File: src/rtl/uart_cmd_bridge.sv
// uart_cmd_bridge: decodes host read/write frames popped from uart_comm's rx FIFO,
// drives a byte-wide memory port and pushes response frames into the tx FIFO.
// Ports:
//   CLK/RST                          clock, sync active-high reset
//   receivable/recv_flag/_data/_ack  rx FIFO pop handshake
//   sendable/send_flag/_data/_ack    tx FIFO push handshake
//   mem_req/we/addr/wdata/rdata/ack  byte memory port
//   busy                             FSM not idle
//   err                              one-cycle pulse on bad opcode, timeout or checksum failure
module uart_cmd_bridge #(
  parameter int ADDR_W      = 32,
  parameter int TIMEOUT_CYC = 1000000
) (
  input  logic              CLK,
  input  logic              RST,
  input  logic              receivable,
  output logic              recv_flag,
  input  logic [7:0]        recv_data,
  input  logic              recv_ack,
  input  logic              sendable,
  output logic              send_flag,
  output logic [7:0]        send_data,
  input  logic              send_ack,
  output logic              mem_req,
  output logic              mem_we,
  output logic [ADDR_W-1:0] mem_addr,
  output logic [7:0]        mem_wdata,
  input  logic [7:0]        mem_rdata,
  input  logic              mem_ack,
  output logic              busy,
  output logic              err
);

  localparam int NB = ADDR_W / 8;
  localparam int TW = $clog2(TIMEOUT_CYC + 1);

  typedef enum logic [3:0] {
    S_IDLE, S_ADDR, S_LEN, S_WDATA, S_WMEM, S_RX_CK, S_RESP,
    S_TX_HDR, S_RMEM, S_TX_DATA, S_TX_CK, S_TX_ERR
  } state_t;

  state_t            state_q, state_d;
  logic [ADDR_W-1:0] addr_q, addr_d;
  logic [8:0]        len_q, len_d;
  logic              wr_q, wr_d;
  logic [7:0]        ck_q, ck_d;
  logic [7:0]        tck_q, tck_d;
  logic [7:0]        idx_q, idx_d;
  logic [7:0]        rdata_q, rdata_d;
  logic              stat_q, stat_d;
  logic [1:0]        ridx_q, ridx_d;
  logic [TW-1:0]     tmo_q, tmo_d;
  logic              recv_flag_q, recv_flag_d;
  logic              send_flag_q, send_flag_d;
  logic [7:0]        send_data_q, send_data_d;
  logic              mem_req_q, mem_req_d;
  logic              mem_we_q, mem_we_d;
  logic [7:0]        mem_wdata_q, mem_wdata_d;
  logic              busy_q, busy_d;
  logic              err_q, err_d;

  logic       rx_ack, tx_ack, m_ack;
  logic       rx_wait, tx_st, tmo_hit;
  logic [7:0] tx_byte;

  always_comb begin
    state_d     = state_q;
    addr_d      = addr_q;
    len_d       = len_q;
    wr_d        = wr_q;
    ck_d        = ck_q;
    tck_d       = tck_q;
    idx_d       = idx_q;
    rdata_d     = rdata_q;
    stat_d      = stat_q;
    ridx_d      = ridx_q;
    send_data_d = send_data_q;
    mem_we_d    = mem_we_q;
    mem_wdata_d = mem_wdata_q;
    err_d       = 1'b0;

    rx_ack  = recv_flag_q & recv_ack;
    tx_ack  = send_flag_q & send_ack;
    m_ack   = mem_req_q & mem_ack;
    rx_wait = state_q inside {S_ADDR, S_LEN, S_WDATA, S_RX_CK};
    tx_st   = state_q inside {S_RESP, S_TX_HDR, S_TX_DATA, S_TX_CK, S_TX_ERR};

    unique case (state_q)
      S_RESP: begin
        if (ridx_q == 2'd0)      tx_byte = 8'h57;
        else if (ridx_q == 2'd1) tx_byte = {7'd0, stat_q};
        else                     tx_byte = 8'h57 ^ {7'd0, stat_q};
      end
      S_TX_HDR:  tx_byte = 8'h52;
      S_TX_DATA: tx_byte = rdata_q;
      S_TX_CK:   tx_byte = tck_q;
      default:   tx_byte = 8'hEE;
    endcase

    // Handshake flags: held until ack, then low for at least one cycle.
    if (recv_flag_q) recv_flag_d = ~recv_ack;
    else recv_flag_d = ((state_q == S_IDLE) | rx_wait) & receivable;

    if (send_flag_q) send_flag_d = ~send_ack;
    else begin
      send_flag_d = tx_st & sendable;
      if (tx_st & sendable) send_data_d = tx_byte;
    end

    if (mem_req_q) mem_req_d = ~mem_ack;
    else begin
      mem_req_d = (state_q == S_WMEM) | (state_q == S_RMEM);
      if (state_q == S_WMEM) mem_we_d = 1'b1;
      if (state_q == S_RMEM) mem_we_d = 1'b0;
    end

    // Inter-byte watchdog, only while a frame is waiting on rx.
    if (!rx_wait || rx_ack) tmo_d = '0;
    else tmo_d = tmo_q + TW'(1);
    tmo_hit = rx_wait & ~rx_ack & (tmo_q == TW'(TIMEOUT_CYC - 1));

    if (tmo_hit) begin
      state_d     = S_IDLE;
      recv_flag_d = 1'b0;
      tmo_d       = '0;
      err_d       = 1'b1;
    end else begin
      unique case (state_q)
        S_IDLE: if (rx_ack) begin
          ck_d  = recv_data;
          idx_d = 8'd0;
          wr_d  = (recv_data == 8'h57);
          if (recv_data == 8'h57 || recv_data == 8'h52) state_d = S_ADDR;
          else begin
            err_d   = 1'b1;
            state_d = S_TX_ERR;
          end
        end
        S_ADDR: if (rx_ack) begin
          // Little-endian: shift each byte in from the top.
          addr_d = ADDR_W'({recv_data, addr_q} >> 8);
          ck_d   = ck_q ^ recv_data;
          idx_d  = idx_q + 8'd1;
          if (idx_q == 8'(NB - 1)) state_d = S_LEN;
        end
        S_LEN: if (rx_ack) begin
          len_d   = {(recv_data == 8'h00), recv_data};
          ck_d    = ck_q ^ recv_data;
          state_d = wr_q ? S_WDATA : S_RX_CK;
        end
        S_WDATA: if (rx_ack) begin
          ck_d        = ck_q ^ recv_data;
          mem_wdata_d = recv_data;
          state_d     = S_WMEM;
        end
        S_WMEM: if (m_ack) begin
          addr_d  = addr_q + ADDR_W'(1);
          len_d   = len_q - 9'd1;
          state_d = (len_q == 9'd1) ? S_RX_CK : S_WDATA;
        end
        S_RX_CK: if (rx_ack) begin
          if (wr_q) begin
            stat_d  = (recv_data != ck_q);
            err_d   = (recv_data != ck_q);
            ridx_d  = 2'd0;
            state_d = S_RESP;
          end else if (recv_data == ck_q) state_d = S_TX_HDR;
          else begin
            err_d   = 1'b1;
            state_d = S_TX_ERR;
          end
        end
        S_RESP: if (tx_ack) begin
          ridx_d = ridx_q + 2'd1;
          if (ridx_q == 2'd2) state_d = S_IDLE;
        end
        S_TX_HDR: if (tx_ack) begin
          tck_d   = 8'h52;
          state_d = S_RMEM;
        end
        S_RMEM: if (m_ack) begin
          rdata_d = mem_rdata;
          addr_d  = addr_q + ADDR_W'(1);
          state_d = S_TX_DATA;
        end
        S_TX_DATA: if (tx_ack) begin
          tck_d   = tck_q ^ rdata_q;
          len_d   = len_q - 9'd1;
          state_d = (len_q == 9'd1) ? S_TX_CK : S_RMEM;
        end
        S_TX_CK, S_TX_ERR: if (tx_ack) state_d = S_IDLE;
        default: state_d = S_IDLE;
      endcase
    end

    busy_d = (state_d != S_IDLE);
  end

  always_ff @(posedge CLK) begin
    if (RST) begin
      state_q     <= S_IDLE;
      addr_q      <= '0;
      len_q       <= '0;
      wr_q        <= 1'b0;
      ck_q        <= '0;
      tck_q       <= '0;
      idx_q       <= '0;
      rdata_q     <= '0;
      stat_q      <= 1'b0;
      ridx_q      <= '0;
      tmo_q       <= '0;
      recv_flag_q <= 1'b0;
      send_flag_q <= 1'b0;
      send_data_q <= '0;
      mem_req_q   <= 1'b0;
      mem_we_q    <= 1'b0;
      mem_wdata_q <= '0;
      busy_q      <= 1'b0;
      err_q       <= 1'b0;
    end else begin
      state_q     <= state_d;
      addr_q      <= addr_d;
      len_q       <= len_d;
      wr_q        <= wr_d;
      ck_q        <= ck_d;
      tck_q       <= tck_d;
      idx_q       <= idx_d;
      rdata_q     <= rdata_d;
      stat_q      <= stat_d;
      ridx_q      <= ridx_d;
      tmo_q       <= tmo_d;
      recv_flag_q <= recv_flag_d;
      send_flag_q <= send_flag_d;
      send_data_q <= send_data_d;
      mem_req_q   <= mem_req_d;
      mem_we_q    <= mem_we_d;
      mem_wdata_q <= mem_wdata_d;
      busy_q      <= busy_d;
      err_q       <= err_d;
    end
  end

  assign recv_flag = recv_flag_q;
  assign send_flag = send_flag_q;
  assign send_data = send_data_q;
  assign mem_req   = mem_req_q;
  assign mem_we    = mem_we_q;
  assign mem_addr  = addr_q;
  assign mem_wdata = mem_wdata_q;
  assign busy      = busy_q;
  assign err       = err_q;

endmodule

File: config.mk
export PLATFORM = sky130hd
export DESIGN_NAME = uart_cmd_bridge
export DESIGN_NICKNAME = d
export VERILOG_FILES = /design/src/rtl/uart_cmd_bridge.sv
export SDC_FILE = /design/constraint.sdc
export NUM_CORES = 1
export LEC_CHECK = 0
export ABC_AREA = 1
export CORE_ASPECT_RATIO = 0.7
export CORE_MARGIN = 10
export CORE_UTILIZATION = 52
export DETAILED_ROUTE_END_ITERATION = 10
export HOLD_SLACK_MARGIN = 0.06
export PLACE_DENSITY_LB_ADDON = 0.25
export SLEW_MARGIN = 5
export SYNTH_ARGS = -nofsm -noshare
export SYNTH_HDL_FRONTEND = slang
export SYNTH_SLANG_ARGS = --single-unit
export TNS_END_PERCENT = 20
File: constraint.sdc
create_clock -name CLK -period 1.8 [get_ports CLK]
set_input_delay 0.18 -clock CLK [delete_from_list [all_inputs] [get_ports CLK]]
set_output_delay 0.18 -clock CLK [all_outputs]
set_load 0.03 [all_outputs]
---- Word-level counts from Yosys, hierarchy flattened ----
Index checks and enable logic that the tools add are counted.
cells by class
  eq/ne operators ......................... 31
  muxes and demuxes ....................... 56
  reduce and logical (&&, ||, !) cells .... 33
  $add $sub $neg .......................... 5
  bitwise operators ....................... 19
operator list
  operator                 number
  $mux W4                  17
  $mux W32                 2
  $pmux W32 S2             1
  $mux W8                  6
  $pmux W8 S2              3
  $pmux W4 S11             1
  $add A32 B1 Y32 const B  1
  $pmux W8 S4              1
  $mux W9                  3
  $pmux W9 S3              1
  $add A20 B1 Y20 const B  1
  $eq A20 B20 Y1 const B   1
  $reduce_and A4 Y1        5
  $ne A2 B2 Y1 const B     9
  $eq A4 B3 Y1 const B     4
  $eq A4 B4 Y1 const B     4
  $eq A8 B7 Y1 const B     2
  $xor A8 B8 Y8            2
  $mux W7                  2
  $reduce_bool A2 Y1       6
  $mux W1                  11
  $reduce_and A5 Y1        2
  $eq A9 B1 Y1 const B     1
  $reduce_and A3 Y1        3
  30 further kinds         55
storage, ports and cells
  output and inout bits ................... 54
  bits in registers ....................... 123

---- Longest topological paths before layout ----
Gate-level depths: netlist of the first run.
  depth in word-level cells ............... 7
  gate-level depth with buffers ........... 12

---- Worst setup path before layout of the first run ----
Ideal clock, no wire load.
  path type ............................... register -> register
  from .................................... register addr_q[0], in the netlist mem_addr[0]
  to ...................................... register addr_q[16], in the netlist mem_addr[16]
  stages on the path, launching flop included .. 8
  data arrival time ....................... 1.728 ns
  data required time ...................... 1.668 ns
  path buffers ............................ 0
  path slack .............................. -0.060 ns
  path through ............................ dfxtp_1 -> ha_1 -> nand3_1 -> nor3_2 -> nand3_1 -> xor2_1 -> o21ai_0 -> a21oi_1
between the ends
  cells in the longest elaborated chain, start to end .. 3
ends and longest elaborated chain
  item                    line      text
  from (decl)             43        logic [ADDR_W-1:0] addr_q, addr_d;
  from (signal assigned)  222       addr_q <= addr_d;
  $add A32 B1 Y32         157, 183
  $mux W32                156, 181
  $pmux W32 S2            128       unique case (state_q)
Every way passes these cells. The select of a mux whose other input is x is not followed.
A chain may end at the register's enable or synchronous reset.

---- Final worst setup path of the first run ----
  from .................................... register addr_q[19], in the netlist mem_addr[19]
  to ...................................... output port mem_addr[19]
RTL lines
  item       line  text
  to (decl)  26    output logic [ADDR_W-1:0] mem_addr,
No word-level cell between the ends.

==> results of run 1 <==
==> state kept, by name (all words and copies together), names as in the netlist, 2 cells and up <==
signal	flops
ck_q	8
idx_q	8
len_q	9
mem_addr	32
mem_wdata	8
rdata_q	8
ridx_q	2
send_data	8
state_q	4
tck_q	8
tmo_q	20
==> kinds of logic after synthesis <==
family	after synthesis	share of synthesized area
compound gates	229	0.173
xor+xnor	19	0.0236
fa+ha+maj	9	0.0160
buf+inv	169	0.0972
flops	123	0.349
simple gates	549	0.342
==> routing by layer <==
| metal | vias to the layer above | part of all wire | GRT usage |
|---|---|---|---|
| met3 | 31 | 0.10 | 0.0632 |
| met2 | 368 | 0.41 | 0.331 |
| met5 | - | 0 | 0 |
| met1 | 3638 | 0.48 | 0.342 |
| met4 | 0 | 0.014 | 0.0641 |
| li1 | 3958 | - | - |
==> per-stage QoR <==
step	hold WS (ns)	utilization	power (W)	area, um^2	cells
after floorplan	0.339	-	0.00644	7060	1098
after global placement	0.422	0.663	0.00814	8770	1438
after detailed placement	0.430	0.663	0.00822	8770	1438
after CTS	0.108	0.708	0.0117	9370	1470
after global routing	0.138	0.722	0.0126	9550	1471
final	0.116	0.722	0.0119	9550	1471
==> final cells by class <==
type                    count  area [um^2]
well taps                 185          231
repair buffers            190         1680
clock inverters            13          168
clock buffers              19          433
flip-flops and latches    123         2480
fillers                  1128         3680
multi-input cells         806         4040
inverters                 135          509
==> cells in the final DEF (no fill, tap or decap), types with 3 or more instances in the layout <==
| cell type | Yosys | final |
|---|---|---|
| xor2_1 | 18 | 18 |
| nor2_2 | 9 | 8 |
| buf_6 | 3 | 4 |
| buf_12 | 0 | 4 |
| nand2_2 | 5 | 8 |
| inv_2 | 7 | 6 |
| nand2_1 | 259 | 256 |
| nand3_1 | 66 | 64 |
| nor2_1 | 126 | 118 |
| o22ai_1 | 4 | 4 |
| or2_2 | 3 | 3 |
| a31oi_1 | 14 | 14 |
| inv_1 | 128 | 128 |
| dfxtp_2 | 0 | 6 |
| clkinv_4 | 0 | 4 |
| a21oi_1 | 107 | 106 |
| ha_1 | 9 | 9 |
| buf_4 | 4 | 106 |
| dfxtp_4 | 0 | 3 |
| dlygate4sd2_1 | 0 | 8 |
| nor3_2 | 2 | 5 |
| nor3_1 | 35 | 30 |
| nand4_1 | 19 | 19 |
| nand3b_1 | 6 | 6 |
| bufinv_16 | 0 | 3 |
| clkdlybuf4s50_1 | 0 | 60 |
| o21ai_1 | 5 | 8 |
| o211ai_1 | 5 | 5 |
| o21ai_0 | 83 | 79 |
| nor2_4 | 3 | 12 |
| nor3b_1 | 6 | 5 |
| nand2_4 | 3 | 3 |
| dfxtp_1 | 123 | 114 |
| dlymetal6s2s_1 | 0 | 7 |
| o2111ai_1 | 3 | 3 |
| clkbuf_16 | 0 | 17 |
==> timing repair <==
item	4_1_cts	5_1_grt
setup buffers	0	1
endpoints found under the setup margin	15	89
pin swaps	0	7
gates cloned	0	0
gates resized for setup	11	55
==> final timing paths <==
path	to	slack, ns	cells after the start
setup / recovery	mem_addr[19]	0.02	1
hold / removal	mem_addr[25]$_SDFFE_PP0P_	0.12	4
setup reg to reg	mem_addr[11]$_SDFFE_PP0P_	0.03	10
hold reg to reg	tck_q[0]$_SDFFE_PP0P_	0.43	1
==> power by group through the flow <==
| stage | Clock, W | Sequential [W] | Combinational, W |
|---|---|---|---|
| CTS | 0.00356 | 0.00353 | 0.00465 |
| detailed placement | 0 | 0.00359 | 0.00463 |
| global route | 0.00367 | 0.00364 | 0.00526 |
| finish | 0.00353 | 0.00359 | 0.00479 |
| floorplan | 0 | 0.00411 | 0.00234 |
| global placement | 0 | 0.00358 | 0.00456 |
==> metrics.md, run 1 <==
| Metric | Value |
|---|---|
| Leading area contributor after synthesis | `dfxtp_1` |
| Worst Tran Pin Value | `0.442 ns` |
| Die Wd | `159 um` |
| Hold buffers post-CTS | `0` |
| Max_cap viols | `0` |
| DRT iter0 DRCs | `784` |
| Worst slew margin | `0.705` |
| Post-synth top area share | `0.349` |
| Largest net degree at the start of global routing | `41` |
| Status | `finished, final reports clean` |
| Hold Startpoint | `RST` |
| DR vias | `7995` |
| CP bufs+invs | `1` |
| Synth warnings | `0` |
| Initial antenna violation count | `0` |
| 1st-pass router iterations | `6` |
| Worst Skew | `0.0110 ns` |
| #FFs+latches synth | `123` |
| Total CTS buffers | `17` |
| Comb pwr share | `0.402` |
| Count of input and output buffers | `76` |
| Number of synthesized flops with an enable pin | `0` |
| Core ar. | `13200 um^2` |
| Final worst path period need | `1.78 ns` |
| Antenna diodes | `0` |
| Final setup TNS | `0 ns` |
| Worst min-delay path class | `primary input to flop` |
| DP HPWL | `16800 um` |
| CP max stage delay | `0.72 ns` |
| Area contributors post-synth | `dfxtp_1 35%, nand2_1 14%, a21oi_1 7.6%` |
| Count leader, synth | `nand2_1` |
| Mapped Area | `7060 um^2` |
| Vias/cell | `5.44` |
| Final setup violation count | `0` |
| Critical path endpoint category | `output pin` |
| CP max FO | `5` |
| Clock Path Buffers | `2` |
| Top FF cell, synth | `dfxtp_1` |
| H-tree levels | `4` |
| Setup ws final | `0.0204 ns` |
| CP Launch Point | `mem_addr[19]$_SDFFE_PP0P_` |
| Routed Antenna Nets | `0` |
| Critical R2R Launch | `state_q[2]$_SDFF_PP0_` |
| Die Area | `18700 um^2` |
| Internal power | `0.00717 W` |
| Max Slew Vio Count | `0` |
| Leak | `3.97 nW` |
| Unique masters post-synth | `41` |
| Area growth syn-to-layout | `35.3%` |
| WP data required | `1.62 ns` |
| Worst skew pair latency | `0.42 ns` |
| Syn Nets | `1130` |
| Initial core utilization | `0.534` |
| CP max stage cell | `clkdlybuf4s50_1` |
| TritonCTS clock tree | `yes` |
| RSZ-0062 raised after global routing | `true` |
| Synth cell count leaders | `259 x nand2_1, 128 x inv_1, 126 x nor2_1` |
| Clk pwr share | `0.296` |
| Switch share | `0.398` |
| WL/cell | `15.4 um` |
| Clk sinks | `123` |
| Final period utilization | `0.989` |
| Crit path DAT | `1.60 ns` |
| Critical path's top delay family | `buffers and inverters` |
| Die H | `117 um` |
| Pre-CTS setup slack | `-0.120 ns` |
| Top Ports | `77` |
| GRT Util Overall | `0.236` |
| GRT Residual Overflow | `0` |
| Layout cell share with drive strength beyond 1 | `0.163` |
| Power per cell area | `1250 nW/um^2` |
| Row Count | `35` |
| DRC Markers | `0` |
| Cell-by-cell listing of the critical path | `clkdlybuf4s50_1` |
| Total Routed Length | `22700 um` |
| Ys async rst share | `0` |
| P_sw | `0.00474 W` |
| Global-route wire length before repair | `37300 um` |
| Sequential share of the synthesized area | `0.349` |
| Post-Syn Instances | `1098` |
| Placer Congestion | `1.00` |
| Clock-pin transition on the worst setup and hold timing paths | `0.06 ns` |
| Final hold vios | `0` |
| Vias in the first global route | `7398` |
| Root buf cell | `clkbuf_16` |
| Peak supply drop | `0.753 mV` |
| Worst Setup Path Type | `flop to output pin` |
| Seq pwr share | `0.301` |
| Syn Area/Cell | `6.43 um^2` |
| Achievable Freq | `0.562 GHz` |
| Layout Nets | `1305` |
| CP startpoint kind | `flop` |
(Power assumes the default switching activity.)
==> inputs of run 2 (changes only) <==
--- a/config.mk
+++ b/config.mk
@@ -6,12 +6,14 @@
 export NUM_CORES = 1
 export LEC_CHECK = 0
 export ABC_AREA = 1
+export CAP_MARGIN = 5
 export CORE_ASPECT_RATIO = 0.7
 export CORE_MARGIN = 10
 export CORE_UTILIZATION = 52
 export DETAILED_ROUTE_END_ITERATION = 10
 export HOLD_SLACK_MARGIN = 0.06
-export PLACE_DENSITY_LB_ADDON = 0.25
+export PLACE_DENSITY = 0.77
+export SKIP_CTS_REPAIR_TIMING = 1
 export SLEW_MARGIN = 5
 export SYNTH_ARGS = -nofsm -noshare
 export SYNTH_HDL_FRONTEND = slang
==> run 2 against run 1 <==
Register-to-register slack worse by 0.02 ns. Wire length down 3.3%. Flip-flop and latch count unchanged. Largest power group unchanged.
==> metrics.md, run 2 (same netlist as run 1, synthesis figures left out) <==
| Metric | Value |
|---|---|
| Routed Antenna Nets | `0` |
| Worst skew pair latency | `0.42 ns` |
| Worst min-delay path class | `primary input to flop` |
| Max_cap viols | `0` |
| TritonCTS clock tree | `yes` |
| Placer Congestion | `0.995` |
| Worst Tran Pin Value | `0.457 ns` |
| DP HPWL | `16000 um` |
| GRT Residual Overflow | `0` |
| Final worst path period need | `1.79 ns` |
| Critical path's top delay family | `simple AND/OR/NAND/NOR gates` |
| Achievable Freq | `0.559 GHz` |
| WP data required | `2.09 ns` |
| Layout Nets | `1297` |
| Die Area | `18700 um^2` |
| Leak | `4.02 nW` |
| Top Ports | `77` |
| Cell-by-cell listing of the critical path | `ha_2 > nand3_2 > nor3_4 > buf_4 > buf_4 > nand2_1 > nand2_1 > nand3_1 > o211ai_1 > a21oi_1` |
| CP max stage delay | `0.37 ns` |
| Final hold vios | `0` |
| Tot Pwr | `0.0120 W` |
| CP bufs+invs | `2` |
| Clk sinks | `123` |
| CP startpoint kind | `flop` |
| Placed inst area | `8690 um^2` |
| Final setup violation count | `0` |
| Die H | `117 um` |
| Root buf cell | `clkbuf_16` |
| Worst Setup Path Type | `flop to flop` |
| Initial antenna violation count | `0` |
| GRT Util Overall | `0.225` |
| Max reg flops | `32` |
| Final-layout fill cell count | `1092` |
| Crit path DAT | `2.08 ns` |
| Peak supply drop | `1.06 mV` |
| Most common cell after layout, fill and taps aside | `nand2_1` |
| Total Routed Length | `21900 um` |
| Largest net degree at the start of global routing | `40` |
| Row Count | `35` |
| Final period utilization | `0.993` |
| Hold Startpoint | `RST` |
| Vias in the first global route | `7137` |
| RSZ-0062 raised after global routing | `true` |
| Critical R2R Launch | `mem_addr[1]$_SDFFE_PP0P_` |
| 1st-pass router iterations | `6` |
| Clock Path Buffers | `2` |
| Critical path endpoint category | `flop` |
| DRT iter0 DRCs | `802` |
| Worst Skew | `0.00947 ns` |
| DRC Markers | `0` |
| WL/cell | `15.0 um` |
| Total CTS buffers | `17` |
| Post-Layout Inst Area | `9510 um^2` |
| Status | `finished, final reports clean` |
| Area growth syn-to-layout | `34.7%` |
| Die Wd | `159 um` |
| Clock-pin transition on the worst setup and hold timing paths | `0.06 ns` |
| Layout cell share with drive strength beyond 1 | `0.160` |
| Core ar. | `13200 um^2` |
| Worst slew margin | `0.694` |
| Global-route wire length before repair | `35900 um` |
| Most frequent cells in the layout | `256 x nand2_1, 127 x inv_1, 116 x nor2_1, 115 x dfxtp_1, 105 x a21oi_1` |
| Antenna diodes | `0` |
| Tightest hold margin | `0.238 ns` |
| Count of input and output buffers | `76` |
| Initial core utilization | `0.534` |
| H-tree levels | `4` |
| CP max stage cell | `dfxtp_2` |
| CP Launch Point | `mem_addr[1]$_SDFFE_PP0P_` |
| Vias/cell | `5.40` |
| Max Slew Vio Count | `0` |
| CP max FO | `4` |
| Power per cell area | `1260 nW/um^2` |
| DR vias | `7902` |
[run 2: per-layer routing]
layer | part of all wire | vias up | wire length, um | GRT usage
met2 | 0.41 | 364 | 8970 | 0.320
met5 | 0 | - | 0 | 0
met3 | 0.11 | 27 | 2360 | 0.0734
li1 | - | 3947 | - | -
met1 | 0.47 | 3564 | 10400 | 0.322
met4 | 0.0090 | 0 | 197 | 0.0450
[run 2: path summary, 6_finish.rpt]
| check | endpoint | slack (ns) | cells past startpoint |
|---|---|---|---|
| worst min-delay path | send_data[0]$_SDFFE_PP0P_ | 0.24 | 3 |
| worst max-delay path | mem_addr[24]$_SDFFE_PP0P_ | 0.01 | 10 |
| worst max register to register | mem_addr[24]$_SDFFE_PP0P_ | 0.01 | 10 |
| worst min register to register | tck_q[7]$_SDFFE_PP0P_ | 0.44 | 1 |
[run 2: per-stage QoR]
stage          std cells  TNS [ns]  utilization  setup WS, ns
2_1_floorplan       1098  -0.00103            -      -0.00103
3_3_place_gp        1428    -0.728        0.657        -0.105
3_5_place_dp        1428    -0.383        0.657       -0.0891
4_1_cts             1460    -0.378        0.705       -0.0691
5_1_grt             1463     -1.65        0.719        -0.104
6_report            1463         0        0.719        0.0126
[run 2: layout make-up]
class	count	area [um^2]	share of cell area
sequential	123	2480	0.261
multi-input combinational	806	4010	0.422
timing repair buffer	182	1640	0.173
clock buffer	19	443	0.0466
inverter	135	509	0.0536
tap	185	231	0.0243
clock inverter	13	191	0.0201
[run 2: where the power goes]
group          internal [W]  switching, W
Combinational       0.00180       0.00286
Clock               0.00237       0.00135
Sequential          0.00315      0.000461
[run 2: worst reg2reg max path, stage by stage (launching register included)]
cell and delay (ns):
dfxtp_2 0.37, ha_2 0.22, nand3_2 0.13, nor3_4 0.31
buf_4 0.17, buf_4 0.10, nand2_1 0.05, nand2_1 0.06
nand3_1 0.07, o211ai_1 0.10, a21oi_1 0.09
